## config.mk

```make
export PLATFORM = sky130hd
export DESIGN_NAME = sao_stat_accu_mc
export DESIGN_NICKNAME = d
export VERILOG_FILES = /design/src/rtl/sao_stat_accu_mc.sv
export SDC_FILE = /design/constraint.sdc
export NUM_CORES = 1
export LEC_CHECK = 0
export BUFFER_PORTS_ARGS = -buffer_cell sky130_fd_sc_hd__buf_2
export CORE_MARGIN = 4
export CORE_UTILIZATION = 50
export DETAILED_ROUTE_END_ITERATION = 8
export HOLD_SLACK_MARGIN = 0.08
export MAX_ROUTING_LAYER = met4
export PLACE_DENSITY = 0.7
export SLEW_MARGIN = 20
export SYNTH_ARGS = -nofsm -noshare
export SYNTH_HDL_FRONTEND = slang
export SYNTH_SLANG_ARGS = --single-unit
export TNS_END_PERCENT = 1
```

## constraint.sdc

```tcl
create_clock -name clk -period 5.3 [get_ports clk]
set_input_delay 1.06 -clock clk [delete_from_list [all_inputs] [get_ports clk]]
set_output_delay 1.06 -clock clk [all_outputs]
set_load 0.01 [all_outputs]
```

## src/rtl/sao_stat_accu_mc.sv

```systemverilog
// rtl/sao_stat_accu_mc.sv - multi-category SAO statistics accumulator
// Three-stage pipeline (register, per-category reduce, accumulate) with a drain FSM.
module sao_stat_accu_mc #(
  parameter int NUM_PIX = 4,
  parameter int NUM_CAT = 4,
  parameter int CAT_W   = 3,
  parameter int DIFF_W  = 5,
  parameter int CNT_W   = 12,
  parameter int SUM_W   = DIFF_W + CNT_W,
  parameter int CNT_TH  = 2**CNT_W - NUM_PIX
) (
  input  logic                      clk,
  input  logic                      arst_n,
  input  logic                      srst_n,
  input  logic                      in_valid_i,
  output logic                      in_ready_o,
  input  logic                      in_last_i,
  input  logic [NUM_PIX*DIFF_W-1:0] in_diff_i,
  input  logic [NUM_PIX*CAT_W-1:0]  in_cat_i,
  output logic                      out_valid_o,
  input  logic                      out_ready_i,
  output logic [CAT_W-1:0]          out_cat_o,
  output logic signed [SUM_W-1:0]   out_sum_o,
  output logic [CNT_W-1:0]          out_cnt_o,
  output logic                      out_last_o
);
  localparam int PCNT_W = $clog2(NUM_PIX + 1);
  localparam int PSUM_W = DIFF_W + PCNT_W;
  localparam logic [CNT_W-1:0] CNT_TH_V = CNT_W'(CNT_TH);

  typedef enum logic [1:0] {ACCU, WAIT, DRAIN} state_t;

  state_t                    state_q;
  logic                      wait_q;
  logic                      in_ready_q;
  logic                      out_valid_q;
  logic                      out_last_q;
  logic [CAT_W-1:0]          out_cat_q;

  logic                      s1_vld_q;
  logic [NUM_PIX*DIFF_W-1:0] s1_diff_q;
  logic [NUM_PIX*CAT_W-1:0]  s1_cat_q;

  logic signed [DIFF_W-1:0]  pix_diff;
  logic signed [PSUM_W-1:0]  psum_d [NUM_CAT];
  logic [PCNT_W-1:0]         pcnt_d [NUM_CAT];
  logic                      s2_vld_q;
  logic signed [PSUM_W-1:0]  psum_q [NUM_CAT];
  logic [PCNT_W-1:0]         pcnt_q [NUM_CAT];

  logic signed [SUM_W-1:0]   acc_sum_q [NUM_CAT];
  logic [CNT_W-1:0]          acc_cnt_q [NUM_CAT];

  logic accept;
  logic clear;

  assign accept = in_valid_i & in_ready_q;
  assign clear  = out_valid_q & out_ready_i & out_last_q;

  always_ff @(posedge clk or negedge arst_n) begin
    if (!arst_n) begin
      s1_vld_q  <= 1'b0;
      s1_diff_q <= '0;
      s1_cat_q  <= '0;
    end else if (!srst_n) begin
      s1_vld_q  <= 1'b0;
      s1_diff_q <= '0;
      s1_cat_q  <= '0;
    end else begin
      s1_vld_q <= accept;
      if (accept) begin
        s1_diff_q <= in_diff_i;
        s1_cat_q  <= in_cat_i;
      end
    end
  end

  // Codes 0 and >NUM_CAT match no category, so those pixels simply drop out.
  always_comb begin
    pix_diff = '0;
    for (int c = 0; c < NUM_CAT; c++) begin
      psum_d[c] = '0;
      pcnt_d[c] = '0;
    end
    for (int i = 0; i < NUM_PIX; i++) begin
      pix_diff = $signed(s1_diff_q[i*DIFF_W +: DIFF_W]);
      for (int c = 0; c < NUM_CAT; c++) begin
        if (s1_cat_q[i*CAT_W +: CAT_W] == CAT_W'(c + 1)) begin
          psum_d[c] = psum_d[c] + PSUM_W'(pix_diff);
          pcnt_d[c] = pcnt_d[c] + PCNT_W'(1);
        end
      end
    end
  end

  always_ff @(posedge clk or negedge arst_n) begin
    if (!arst_n) begin
      s2_vld_q <= 1'b0;
      for (int c = 0; c < NUM_CAT; c++) begin
        psum_q[c] <= '0;
        pcnt_q[c] <= '0;
      end
    end else if (!srst_n) begin
      s2_vld_q <= 1'b0;
      for (int c = 0; c < NUM_CAT; c++) begin
        psum_q[c] <= '0;
        pcnt_q[c] <= '0;
      end
    end else begin
      s2_vld_q <= s1_vld_q;
      for (int c = 0; c < NUM_CAT; c++) begin
        psum_q[c] <= psum_d[c];
        pcnt_q[c] <= pcnt_d[c];
      end
    end
  end

  // A category stops updating once its count reaches the threshold, keeping cnt below 2^CNT_W.
  always_ff @(posedge clk or negedge arst_n) begin
    if (!arst_n) begin
      for (int c = 0; c < NUM_CAT; c++) begin
        acc_sum_q[c] <= '0;
        acc_cnt_q[c] <= '0;
      end
    end else if (!srst_n || clear) begin
      for (int c = 0; c < NUM_CAT; c++) begin
        acc_sum_q[c] <= '0;
        acc_cnt_q[c] <= '0;
      end
    end else if (s2_vld_q) begin
      for (int c = 0; c < NUM_CAT; c++) begin
        if (acc_cnt_q[c] < CNT_TH_V) begin
          acc_sum_q[c] <= acc_sum_q[c] + SUM_W'(psum_q[c]);
          acc_cnt_q[c] <= acc_cnt_q[c] + CNT_W'(pcnt_q[c]);
        end
      end
    end
  end

  // WAIT covers the two cycles the last beat needs to reach the accumulators.
  always_ff @(posedge clk or negedge arst_n) begin
    if (!arst_n) begin
      state_q     <= ACCU;
      wait_q      <= 1'b0;
      in_ready_q  <= 1'b1;
      out_valid_q <= 1'b0;
      out_last_q  <= 1'b0;
      out_cat_q   <= CAT_W'(1);
    end else if (!srst_n) begin
      state_q     <= ACCU;
      wait_q      <= 1'b0;
      in_ready_q  <= 1'b1;
      out_valid_q <= 1'b0;
      out_last_q  <= 1'b0;
      out_cat_q   <= CAT_W'(1);
    end else begin
      case (state_q)
        ACCU: begin
          if (accept && in_last_i) begin
            state_q    <= WAIT;
            wait_q     <= 1'b0;
            in_ready_q <= 1'b0;
          end
        end
        WAIT: begin
          if (wait_q) begin
            state_q     <= DRAIN;
            out_valid_q <= 1'b1;
            out_cat_q   <= CAT_W'(1);
            out_last_q  <= (NUM_CAT == 1);
          end else begin
            wait_q <= 1'b1;
          end
        end
        DRAIN: begin
          if (out_ready_i) begin
            if (out_last_q) begin
              state_q     <= ACCU;
              in_ready_q  <= 1'b1;
              out_valid_q <= 1'b0;
              out_last_q  <= 1'b0;
              out_cat_q   <= CAT_W'(1);
            end else begin
              out_cat_q  <= out_cat_q + CAT_W'(1);
              out_last_q <= (out_cat_q + CAT_W'(1) == CAT_W'(NUM_CAT));
            end
          end
        end
        default: state_q <= ACCU;
      endcase
    end
  end

  always_comb begin
    out_sum_o = '0;
    out_cnt_o = '0;
    for (int c = 0; c < NUM_CAT; c++) begin
      if (out_cat_q == CAT_W'(c + 1)) begin
        out_sum_o = acc_sum_q[c];
        out_cnt_o = acc_cnt_q[c];
      end
    end
  end

  assign in_ready_o  = in_ready_q;
  assign out_valid_o = out_valid_q;
  assign out_last_o  = out_last_q;
  assign out_cat_o   = out_cat_q;

endmodule

```

-- Word level (Yosys, flattened, before mapping)
Cells that the tools add are included.
- bits in registers: 203
- bits of input ports: 38
- add/subtract/negate cells: 33
- order comparisons: 4
- equality and inequality tests: 31
- multiplexer cells: 88
- bitwise gates (word level): 3
- reduce and logical (&&, ||, !) cells: 18
- operators with widths (cell ; number):
    two-way mux 17 bit ; 8
    two-way mux 68 bit ; 2
    two-way mux 12 bit ; 11
    two-way mux 8 bit ; 16
    adder 8 x 5 -> 8 bit ; 12
    two-way mux 48 bit ; 2
    adder 17 x 8 -> 17 bit ; 4
    adder 12 x 3 -> 12 bit ; 4
    < comparator 12 bit, second input constant ; 4
    two-way mux 3 bit ; 16
    two-way mux 20 bit ; 2
    adder 3 x 1 -> 3 bit, second input constant ; 13
    two-way mux 32 bit ; 1
    equality test 3 x 2 -> 1 bit, second input constant ; 10
    two-way mux 1 bit ; 19
    equality test 3 bit, second input constant ; 6
    equality test 3 x 1 -> 1 bit, second input constant ; 5
    != test 3 bit, second input constant ; 4
    AND reduction 4 bit ; 3
    two-way mux 2 bit ; 5
    AND reduction 2 bit ; 5
    nonzero test 2 bit ; 5
    != test 3 x 1 -> 1 bit, second input constant ; 3
    one-hot mux 1 bit (2 select lines) ; 4
    11 further kinds ; 13

-- Logic depth before layout (Yosys ltp)
- word-level depth: 9
- gate-level depth with buffers: 24
- gate-level depth less buffers: 24

-- Worst setup path before layout
No wires, ideal clock.
- kind: reg2reg
- start: register s1_cat_q[0]
- end: register psum_q[31] in the netlist's numbering
- library setup time: 0.137 ns
- arrival time: 4.871 ns
- data required time: 5.163 ns
- path slack: 0.292 ns
- cell stages (with the launch flop): 24
- period minus slack after synthesis: 5.008 ns
- cells stage by stage: dfrtp_1 nor3b_2 and2_1 ha_1 inv_1 fa_1 nor2b_1 a211oi_1 o32ai_1 xnor2_1 nand2_1 o21ai_1 ha_1 o21ai_0 nor2b_1 xnor2_1 mux2_2 ha_1 o21a_1 or2_2 o311a_1 or4_4 a21oi_2 nor3b_2
- longest elaborated chain between the ends: 9
- ends and longest elaborated chain (item ; line ; text):
    start: declaration ; 42 ; logic [NUM_PIX*CAT_W-1:0] s1_cat_q;
    start signal: assignment ; 73 ; s1_cat_q <= in_cat_i;
    equality test 3 x 1 -> 1 bit (*) ; 88 ; if (s1_cat_q[i*CAT_W +: CAT_W] == CAT_W'(c + 1)) begin
    two-way mux 8 bit (*) ; 88 ;
    adder 8 x 5 -> 8 bit ; 89 ; psum_d[c] = psum_d[c] + PSUM_W'(pix_diff);
    two-way mux 8 bit (*) ; 88 ;
    adder 8 x 5 -> 8 bit ; 89 ;
    two-way mux 8 bit (*) ; 88 ;
    adder 8 x 5 -> 8 bit ; 89 ;
    two-way mux 8 bit (*) ; 88 ;
    two-way mux 32 bit (*) ; 103 ; end else if (!srst_n) begin
    end signal: indexed assignment ; 112 ; psum_q[c] <= psum_d[c];
    end: declaration ; 48 ; logic signed [PSUM_W-1:0] psum_q [NUM_CAT];
Mark *: on every way between the ends. The rest lies on a longest branch, timed or not.
A chain may end at the register's enable or synchronous reset.

-- Worst setup path after layout
- start: register s1_cat_q[1]
- end: register psum_q[31] in the netlist's numbering
The elaborated chain is that of the path after synthesis.

==> out/results.txt <==
Outcome = completed
GR peak layer = met2
Layout area overhead = 10.2%
RR Startpoint = s1_cat_q[1]
Final setup fails = 0
Worst setup path start = s1_cat_q[1]
Tcrit/Tclk final = 0.961
Via-to-Cell Ratio = 5.74
Num CTS Buffers = 24
Ant. Diodes = 0
Die Width = 189 um
Clock share of power = 0.423
FFs w/ async S/R, synth = 1.00
Wirelength per Cell = 17.0 um
Number of I/O port buffers = 72
Placed instance count = 2393
Worst EP arrival = 5.47 ns
Capture point of the worst reg-to-reg path = psum_q[31]
Synth Area per Inst = 8.37 sq um
CTS tree = yes
Initial Util = 0.512
Pwr Density = 210 nW/um^2
Final net count = 2206
Final core occ = 0.565
Hold Path Class = reg -> reg
CTS Sinks = 203
Flop pwr share = 0.439
CP Capture Type = flip-flop
Via count = 13997
WS Path Type = reg -> reg
Comb power frac = 0.138
Post-Layout Cell Count = 2438
Slew headroom = 0.223
Placer Congestion = 0.923
CTS hold repair buffers = 0
Critical Path Start Type = flip-flop
Met2 Usage GRT = 0.396
Slew at the pin closest to its max-slew limit = 1.16 ns
Final hold viol count = 0
CORE AREA = 31900 sq um
Max-Cap Viols = 0
Top Ports = 73
Final slew viol count = 0
Switch Pwr = 1.04 mW
Max VDD drop = 0.237 mV
Largest fanout on the critical path = 9
Register area share after synthesis = 0.311
CTS Root Cell = clkbuf_16
Dpl hpwl = 30500 um
1st-pass router iterations = 5
Post-synth cell types = 69
Ys Warns = 0
Number of global-route vias before repair = 13596
Switching Fraction = 0.276
R2R setup slack = 0.21 ns
Longest Clk Path Bufs = 3
Synth Net Count = 2171
Cells after Synth = 1951
CP endpoint = psum_q[31]
Worst skew pair latency = 0.53 ns
M1 GR Usage = 0.307
Die Y-Extent = 189 um
Initial antenna violation count = 0
DRC = 0
Die Area = 35600 sq um
P_leak = 8.64 nW
Global Route Usage Sum = 0.235
RSZ-0062 raised after global routing = true
Synthesized area = 16300 sq um
DRT iter0 DRCs = 934
Total congestion overflow = 0
Post-synth EDFFs = 0
Fin crit period = 5.09 ns
Rows = 65
Largest net degree at the start of global routing = 125
# H-tree levels = 1
Pint = 2.74 mW
Top FF cell, synth = dfrtp_1
Share of layout cells above drive strength 1 = 0.109
Synth Register Bits = 203
Worst r2r path cells = 23
Antenna Nets Post-Route = 0
CTS clock-pin slew for the worst setup and hold paths = 0.06 ns
Routed WL = 41400 um
Achievable Freq = 0.196 GHz
First-pass GRT wire length = 68300 um
Worst EP required = 5.68 ns
Met3 GRT Util = 0.0207
Worst Skew = 0.0227 ns
[what timing repair did]
| action | 4_1_cts | 5_1_grt |
|---|---|---|
| resized for setup | 0 | 14 |
| endpoints found under the setup margin | 0 | 4 |
| buffers inserted | 0 | 1 |
[logic make-up (layout without fill, tap and decap cells)]
| logic type | after synthesis | count (layout) | synth area share |
|---|---|---|---|
| compound gates | 546 | 546 | 0.202 |
| xor+xnor | 145 | 145 | 0.0778 |
| fa+ha+maj | 190 | 190 | 0.154 |
| buf+inv | 148 | 200 | 0.0341 |
| flops | 203 | 203 | 0.311 |
| mux | 32 | 32 | 0.0215 |
| simple gates | 687 | 687 | 0.199 |
[metrics by stage]
stage	instance area (sq um)	TNS (ns)	power (mW)	worst slack [ns]	hold WS, ns
final	18000	0	3.78	0.209	0.470
after global routing	18000	-0.0488	3.95	-0.0488	0.488
after CTS	17900	0	3.81	0.0878	0.475
after detailed placement	17100	0	2.20	0.0949	0.487
after global placement	17100	0	2.18	0.278	0.492
after floorplan	16300	0	2.03	0.292	0.434
[registers in the layout, summed over array words and instances, names as in the netlist, 2 cells and up]
register,flops
pcnt_q,12
psum_q,32
acc_sum_q,68
s1_diff_q,20
s1_cat_q,12
out_cat_o,3
state_q,2
acc_cnt_q,48
[power by group through the flow]
stage	combinational, mW	sequential, mW	clock [mW]
2_1_floorplan	0.371	1.65	0
6_report	0.521	1.66	1.60
3_5_place_dp	0.513	1.69	0
4_1_cts	0.515	1.66	1.63
5_1_grt	0.587	1.66	1.70
3_3_place_gp	0.498	1.68	0
[cell usage after synthesis, drive strengths merged, types with 20 or more instances]
library cell	number	area, sq um
nand2	295	1110
a21oi	237	1210
dfrtp	201	5030
ha	162	2030
nor2	144	541
o21ai	113	566
xnor2	92	806
clkbuf	79	297
inv	62	233
a21o	53	398
xor2	53	464
nand3	44	220
nand2b	40	250
a211oi	31	238
or3	31	199
a22oi	29	218
nor2b	27	169
mux2	25	282
nor3	23	115
fa	20	400
[placed cells by master (no fill, tap or decap), drive strengths merged, types with 20 or more instances in the layout]
master / n
inv: 62
o21ai: 113
a22oi: 29
dfrtp: 201
a21o: 53
xnor2: 92
nand3: 44
nand2b: 40
ha: 162
nand2: 295
or3: 31
nor3: 23
fa: 20
clkbuf: 34
buf: 95
nor2: 144
nor2b: 27
a211oi: 31
xor2: 53
mux2: 25
a21oi: 237
[worst min path at each step]
stage,start,endpoint,slack [ns],depth (start not counted)
detailed placement,s1_vld_q,s2_vld_q,0.49,1
global placement,s1_vld_q,s2_vld_q,0.49,1
finish,s1_vld_q,s2_vld_q,0.47,1
CTS,s1_vld_q,s2_vld_q,0.48,1
floorplan,s1_vld_q,s2_vld_q,0.43,1
global route,s1_vld_q,s2_vld_q,0.49,1
[final cells by class]
class,instances,area (sq um)
clock inverter,9,93.8
timing repair buffer,95,563
sequential,203,5080
tap,435,544
multi-input combinational,1600,10800
inverter,62,233
clock buffer,34,678
fill,2873,13900
[worst max-delay path, cell delays in order, from the launching register on]
cell and delay [ns]:
dfrtp_2 0.47, nor3b_2 0.21, and2_1 0.16, ha_1 0.17, inv_1 0.06, fa_2 0.38
nor2b_1 0.13, a211oi_1 0.07, o32ai_2 0.35, xnor2_1 0.16, nand2_1 0.07, o21ai_1 0.12
ha_1 0.31, o21ai_1 0.13, nor2b_2 0.18, xnor2_1 0.06, mux2_2 0.28, ha_1 0.33
o21a_1 0.19, or2_2 0.27, o311a_1 0.15, or4_4 0.50, a21oi_2 0.16, nor3b_2 0.05
[metal layers]
metal / vias up / routed length [um]
li1: 6917 / -
met1: 6736 / 19000
met2: 282 / 20000
met3: 62 / 1360
met4: 0 / 1060
met5: - / 0
(Power assumes the default switching activity.)
